`src/rtl/rs_pkg.sv`:
```
// Shared constants, FSM state type and a GF(2^m) constant-multiply helper
// for the Reed-Solomon encoder datapath.
package rs_pkg;

  localparam int         SYM_W_DEF = 4;
  localparam int         N_DEF     = 15;
  localparam int         K_DEF     = 11;
  localparam logic [8:0] PRIM_DEF  = 9'h13;

  // g(x) for RS(15,11), roots a^1..a^4 over x^4+x+1, packed g[3..0]; x^4 implicit
  localparam logic [15:0] GEN_15_11 = {4'd13, 4'd12, 4'd8, 4'd7};

  typedef enum logic {
    ST_MSG = 1'b0,
    ST_PAR = 1'b1
  } rs_state_e;

  // sym * coef in GF(2^m); m is the degree of prim (highest set bit).
  // Evaluated at elaboration to build the constant-multiplier XOR matrices.
  function automatic logic [7:0] gf_mul_const(logic [7:0] sym, logic [7:0] coef,
                                              logic [8:0] prim);
    logic [7:0] acc;
    logic [7:0] a;
    int         w;
    w = 1;
    for (int i = 1; i < 9; i++) begin
      if (prim[i]) w = i;
    end
    acc = '0;
    a   = sym;
    for (int i = 0; i < 8; i++) begin
      if (i < w) begin
        if (coef[i]) acc = acc ^ a;
        if (a[w-1]) a = (a << 1) ^ prim[7:0];
        else        a = a << 1;
      end
    end
    return acc;
  endfunction

endpackage

```
`src/rtl/gf_const_mult.sv`:
```
// Combinational multiply by a fixed GF(2^SYM_W) coefficient.
// Column i of the matrix is COEF * x^i, so the product is the XOR of the
// columns selected by the set bits of the input symbol.
module gf_const_mult
  import rs_pkg::*;
#(
  parameter int               SYM_W     = 4,
  parameter logic [SYM_W-1:0] COEF      = '0,
  parameter logic [8:0]       PRIM_POLY = 9'h13
) (
  input  logic [SYM_W-1:0] sym_i,
  output logic [SYM_W-1:0] prod_o
);

  logic [SYM_W-1:0] col [SYM_W];

  for (genvar gi = 0; gi < SYM_W; gi++) begin : g_col
    localparam logic [7:0] COL_FULL = gf_mul_const(8'(1 << gi), 8'(COEF), PRIM_POLY);
    assign col[gi] = COL_FULL[SYM_W-1:0];
  end

  // XOR together the matrix columns picked by the input bits
  always_comb begin
    prod_o = '0;
    for (int i = 0; i < SYM_W; i++) begin
      if (sym_i[i]) prod_o = prod_o ^ col[i];
    end
  end

endmodule

```
`src/rtl/rs_encoder_stream.sv`:
```
// Systematic Reed-Solomon encoder on a valid/ready stream. Message symbols
// pass straight through while an LFSR divides by g(x); the NPAR remainder
// symbols are then shifted out as parity. One registered output stage that
// holds while the sink stalls.
//
//   state  | meaning
//   -------+-------------------------------------------------------------
//   ST_MSG | accepting message symbols, forwarding them, updating LFSR
//   ST_PAR | input stalled, shifting parity p[NPAR-1] out, LFSR drains to 0
module rs_encoder_stream
  import rs_pkg::*;
#(
  parameter int                     SYM_W     = SYM_W_DEF,
  parameter int                     N         = N_DEF,
  parameter int                     K         = K_DEF,
  parameter logic [8:0]             PRIM_POLY = PRIM_DEF,
  parameter logic [SYM_W*(N-K)-1:0] GEN       = GEN_15_11
) (
  input  logic             sys_clk,
  input  logic             sys_rst,
  input  logic             in_valid,
  output logic             in_ready,
  input  logic [SYM_W-1:0] in_data,
  input  logic             in_last,
  output logic             out_valid,
  input  logic             out_ready,
  output logic [SYM_W-1:0] out_data,
  output logic             out_parity,
  output logic             out_last
);

  localparam int NPAR  = N - K;
  localparam int CNT_W = $clog2(N + 1);

  rs_state_e        state_q, state_d;
  logic [SYM_W-1:0] p_q [NPAR];
  logic [SYM_W-1:0] p_d [NPAR];
  logic [CNT_W-1:0] msg_cnt_q, msg_cnt_d;
  logic [CNT_W-1:0] par_cnt_q, par_cnt_d;
  logic             out_valid_q, out_valid_d;
  logic [SYM_W-1:0] out_data_q, out_data_d;
  logic             out_parity_q, out_parity_d;
  logic             out_last_q, out_last_d;

  logic [SYM_W-1:0] fb;
  logic [SYM_W-1:0] prod [NPAR];
  logic             ocan;
  logic             accept;

  assign fb     = in_data ^ p_q[NPAR-1];
  assign ocan   = ~out_valid_q | out_ready;
  assign in_ready = (state_q == ST_MSG) & ocan;
  assign accept = in_valid & in_ready;

  for (genvar gi = 0; gi < NPAR; gi++) begin : g_mult
    gf_const_mult #(
      .SYM_W    (SYM_W),
      .COEF     (GEN[gi*SYM_W +: SYM_W]),
      .PRIM_POLY(PRIM_POLY)
    ) u_mult (
      .sym_i (fb),
      .prod_o(prod[gi])
    );
  end

  // Next-state: message passthrough with LFSR update, then parity shift-out
  always_comb begin
    state_d      = state_q;
    p_d          = p_q;
    msg_cnt_d    = msg_cnt_q;
    par_cnt_d    = par_cnt_q;
    out_valid_d  = out_valid_q;
    out_data_d   = out_data_q;
    out_parity_d = out_parity_q;
    out_last_d   = out_last_q;

    // Output slot frees up when it was empty or just consumed
    if (ocan) out_valid_d = 1'b0;

    case (state_q)
      ST_MSG: begin
        if (accept) begin
          out_valid_d  = 1'b1;
          out_data_d   = in_data;
          out_parity_d = 1'b0;
          out_last_d   = 1'b0;
          p_d[0]       = prod[0];
          for (int i = 1; i < NPAR; i++) p_d[i] = p_q[i-1] ^ prod[i];
          // A frame closes at K symbols even without in_last
          if (in_last || (msg_cnt_q == CNT_W'(K - 1))) begin
            msg_cnt_d = '0;
            state_d   = ST_PAR;
          end else begin
            msg_cnt_d = msg_cnt_q + 1'b1;
          end
        end
      end
      ST_PAR: begin
        if (ocan) begin
          out_valid_d  = 1'b1;
          out_data_d   = p_q[NPAR-1];
          out_parity_d = 1'b1;
          out_last_d   = 1'b0;
          p_d[0]       = '0;
          for (int i = 1; i < NPAR; i++) p_d[i] = p_q[i-1];
          // Zero shift-in leaves p all-zero for the next frame
          if (par_cnt_q == CNT_W'(NPAR - 1)) begin
            out_last_d = 1'b1;
            par_cnt_d  = '0;
            state_d    = ST_MSG;
          end else begin
            par_cnt_d = par_cnt_q + 1'b1;
          end
        end
      end
    endcase
  end

  // State, LFSR, counters and output register with synchronous reset
  always_ff @(posedge sys_clk) begin
    if (sys_rst) begin
      state_q      <= ST_MSG;
      for (int i = 0; i < NPAR; i++) p_q[i] <= '0;
      msg_cnt_q    <= '0;
      par_cnt_q    <= '0;
      out_valid_q  <= 1'b0;
      out_data_q   <= '0;
      out_parity_q <= 1'b0;
      out_last_q   <= 1'b0;
    end else begin
      state_q      <= state_d;
      p_q          <= p_d;
      msg_cnt_q    <= msg_cnt_d;
      par_cnt_q    <= par_cnt_d;
      out_valid_q  <= out_valid_d;
      out_data_q   <= out_data_d;
      out_parity_q <= out_parity_d;
      out_last_q   <= out_last_d;
    end
  end

  assign out_valid  = out_valid_q;
  assign out_data   = out_data_q;
  assign out_parity = out_parity_q;
  assign out_last   = out_last_q;

endmodule

```
`config.mk`:
```
export PLATFORM = sky130hd
export DESIGN_NAME = rs_encoder_stream
export DESIGN_NICKNAME = d
export VERILOG_FILES = /design/src/rtl/rs_pkg.sv /design/src/rtl/gf_const_mult.sv /design/src/rtl/rs_encoder_stream.sv
export SDC_FILE = /design/constraint.sdc
export NUM_CORES = 1
export LEC_CHECK = 0
export BUFFER_PORTS_ARGS = -buffer_cell sky130_fd_sc_hd__buf_4
export CAP_MARGIN = 40
export CORE_MARGIN = 8
export CORE_UTILIZATION = 30
export CTS_CLUSTER_DIAMETER = 150
export CTS_CLUSTER_SIZE = 12
export DETAILED_ROUTE_END_ITERATION = 8
export GPL_TIMING_DRIVEN = 0
export PLACE_DENSITY = 0.46
export SKIP_CTS_REPAIR_TIMING = 1
export SYNTH_ARGS = -nofsm -noshare
export SYNTH_HDL_FRONTEND = slang
export SYNTH_SLANG_ARGS = --single-unit
```
`constraint.sdc`:
```
create_clock -name sys_clk -period 3.4 [get_ports sys_clk]
set_input_delay 0.68 -clock sys_clk [delete_from_list [all_inputs] [get_ports sys_clk]]
set_output_delay 0.68 -clock sys_clk [all_outputs]
set_load 0.03 [all_outputs]
```
==> impl_metrics.env <==
export IMPL_status="complete, no violations"
export IMPL_end_kind="output pin"
export IMPL_cts_max_path_buffers=2
export IMPL_fin_nets=215
export IMPL_antenna_found_initial=0
export IMPL_critPathKind="flip-flop to output pin"
export IMPL_grt_ovfl_total=0
export IMPL_fp_coreArea_um2=5370
export IMPL_drc=0
export IMPL_pwr_share_seq_pct=42.3
export IMPL_fin_crit_ns=2.58
export IMPL_vdd_ir_drop_max_mv=0.173
export IMPL_grt_total_usage_pct=9.87
export IMPL_hp_class="flip-flop to flip-flop"
export IMPL_maxSlewViolCount=0
export IMPL_tns_ns=0
export IMPL_grt_pass1_wl_um=6570
export IMPL_place_hpwl_um=2590
export IMPL_via_per_inst=4.72
export IMPL_grt_pass1_vias=1364
export IMPL_start_kind="flip-flop"
export IMPL_clk_latency_ns=0.29
export IMPL_die_h_um=89.7
export IMPL_via_count=1299
export IMPL_cts_buffers=5
export IMPL_swShare_pct=33.1
export IMPL_dieArea_um2=8050
export IMPL_port_buffers=16
export IMPL_final_area_um2=1920
export IMPL_pin_count=17
export IMPL_path_max_fanout=10
export IMPL_cts_num_sinks=32
export IMPL_power_frac_comb_pct=31.9
export IMPL_gp_congestion=0.773
export IMPL_post_route_period_util_pct=75.9
export IMPL_synth_edf_count=0
export IMPL_cts_tree="done"
export IMPL_avgRoutedWirePerCell_um=13.5
export IMPL_initial_core_util_pct=30.4
export IMPL_max_slew_margin_rel_pct=49.0
export IMPL_ant_nets=0
export IMPL_synth_ff_type="dfxtp_1"
export IMPL_setup_viol=0
export IMPL_ys_seq_elements=32
export IMPL_crit_chain="buf_2 -> buf_2 -> clkbuf_1 -> nor2_1 -> buf_4"
export IMPL_skew_ns=0.00575
export IMPL_layout_drive_gt1_share_pct=15.8
export IMPL_p_switching_mw=0.358
export IMPL_syn_to_final_growth_pct=17.7
export IMPL_cp_slowest_cell="clkbuf_1"
export IMPL_drtIter0Drc=78
export IMPL_grt_max_degree=11
export IMPL_crit_arrival_ns=1.90
export IMPL_yosysWarnings=0
export IMPL_p_leak_nw=0.721
export IMPL_first_pass_iters=4
export IMPL_worst_slew_pin_slew_ns=0.756
export IMPL_n_antenna_cell=0
export IMPL_cpMostUsedCell="buf_2"
export IMPL_htree_levels=2
export IMPL_worstPathRequired_ns=2.72
export IMPL_clkPwrFrac_pct=25.8
export IMPL_critPathMaxStageDelay_ns=0.42
export IMPL_syn_area_um2=1630
export IMPL_synth_cell_types=35
export IMPL_synthArstFlopShare_pct=0
export IMPL_rsz0062_at_grt="false"
export IMPL_fmax_ghz=0.387
export IMPL_power_density_nw_per_um2=565
export IMPL_final_hold_viol_count=0
export IMPL_die_w_um=89.7
export IMPL_cap_viol_max_count=0
export IMPL_power_internal_mw=0.725
export IMPL_rows=27
export IMPL_syn_area_per_cell_um2=9.06
export IMPL_netlist_instances=180
export IMPL_place_area_um2=1840
export IMPL_path_clk_slew_ns=0.06
export IMPL_seq_area_frac_synth_pct=39.3
export IMPL_cts_root_buf="clkbuf_8"
export IMPL_wl_um=3710
export IMPL_synthesis_nets=192
==> synthesized netlist by cell type (all sizes together) (4+ instances only) <==
| library cell | number | area share [%] |
|---|---|---|
| or3 | 6 | 2.3 |
| o21ai | 9 | 2.8 |
| a21oi | 9 | 2.8 |
| nand2 | 8 | 1.8 |
| nand3 | 6 | 1.8 |
| clkbuf | 6 | 1.4 |
| a211oi | 10 | 4.9 |
| xnor2 | 15 | 12 |
| xor2 | 6 | 3.2 |
| a311oi | 5 | 2.7 |
| a22oi | 4 | 1.8 |
| dfxtp | 32 | 39 |
| nor2 | 33 | 7.6 |
| mux2i | 5 | 3.1 |
==> cell usage in the layout (no fill, tap or decap), types with 2 or more instances in the layout <==
cell / instances
a211oi_1: 9
a21oi_1: 9
a22oi_1: 4
a311oi_1: 5
buf_2: 2
buf_4: 17
clkbuf_1: 7
clkbuf_8: 5
dfxtp_1: 32
ha_1: 3
inv_1: 2
mux2i_1: 5
nand2_1: 8
nand2b_1: 2
nand3_1: 6
nor2_1: 33
nor2b_1: 2
nor3_1: 3
o21ai_0: 9
or3_1: 6
xnor2_1: 10
xnor2_2: 3
xnor2_4: 2
xor2_1: 6
==> layout make-up <==
cell class | instances | area (µm²)
clock inverter | 1 | 5.00
sequential | 32 | 641
fill | 551 | 3450
timing repair buffer | 16 | 120
multi-input combinational | 136 | 933
tap | 72 | 90.1
inverter | 2 | 7.51
clock buffer | 6 | 72.6
buffer | 10 | 48.8
==> per-layer routing <==
metal	vias to the layer above	global-route usage (%)	routed length [µm]
li1	669	-	-
met1	601	12.5	1820
met2	21	15.2	1680
met3	8	3.08	149
met4	0	3.81	58
met5	-	0	0
==> worst max-delay path, delay by kind of cell (launching register included) <==
family	cells	cell delay, ns
DFF	1	0.38
buffers and inverters	4	1.13
and+or+nand+nor	1	0.10
==> power by group through the flow <==
stage	registers, mW	logic, mW	clock network (mW)
2_1_floorplan	0.473	0.265	0
3_3_place_gp	0.464	0.343	0
3_5_place_dp	0.467	0.346	0
4_1_cts	0.458	0.349	0.286
5_1_grt	0.464	0.388	0.306
6_report	0.458	0.346	0.279
==> worst paths after layout <==
| path | start | endpoint | slack (ns) | cells past startpoint |
|---|---|---|---|---|
| setup / recovery | state_q$_SDFF_PP0_ | in_ready | 0.82 | 5 |
| hold / removal | out_last$_SDFFE_PP0P_ | out_last$_SDFFE_PP0P_ | 0.46 | 2 |
| setup reg to reg | state_q$_SDFF_PP0_ | p_q[6]$_SDFFE_PP0P_ | 1.53 | 5 |
| hold reg to reg | out_last$_SDFFE_PP0P_ | out_last$_SDFFE_PP0P_ | 0.46 | 2 |
==> flip-flops by register name, indices dropped and copies added, names as in the netlist <==
signal / cells
p_q: 16
msg_cnt_q: 4
out_data: 4
par_cnt_q: 4
out_last: 1
out_parity: 1
out_valid: 1
state_q: 1
==> logic make-up (layout without fill, tap and decap cells) <==
family          Yosys count  count (layout)  share of synthesized area, %
xor+xnor                 22              22                          16.3
fa+ha+maj                 3               3                          2.30
simple gates             67              67                          19.7
flops                    32              32                          39.3
compound gates           39              39                          15.8
buf+inv                  12              35                          3.45
mux                       5               5                          3.07
==> per-stage QoR <==
| stage | power [mW] | utilization, % | std cells | hold WS [ns] | setup WS, ns |
|---|---|---|---|---|---|
| after CTS | 1.09 | 35.7 | 275 | 0.470 | 0.818 |
| after global placement | 0.808 | 34.3 | 268 | 0.455 | 1.14 |
| after global routing | 1.16 | 35.7 | 275 | 0.490 | 0.667 |
| final | 1.08 | 35.7 | 275 | 0.459 | 0.819 |
| after floorplan | 0.737 | - | 180 | 0.449 | 1.41 |
| after detailed placement | 0.812 | 34.3 | 268 | 0.455 | 1.12 |
No activity file was read; power rests on OpenSTA's default activity.
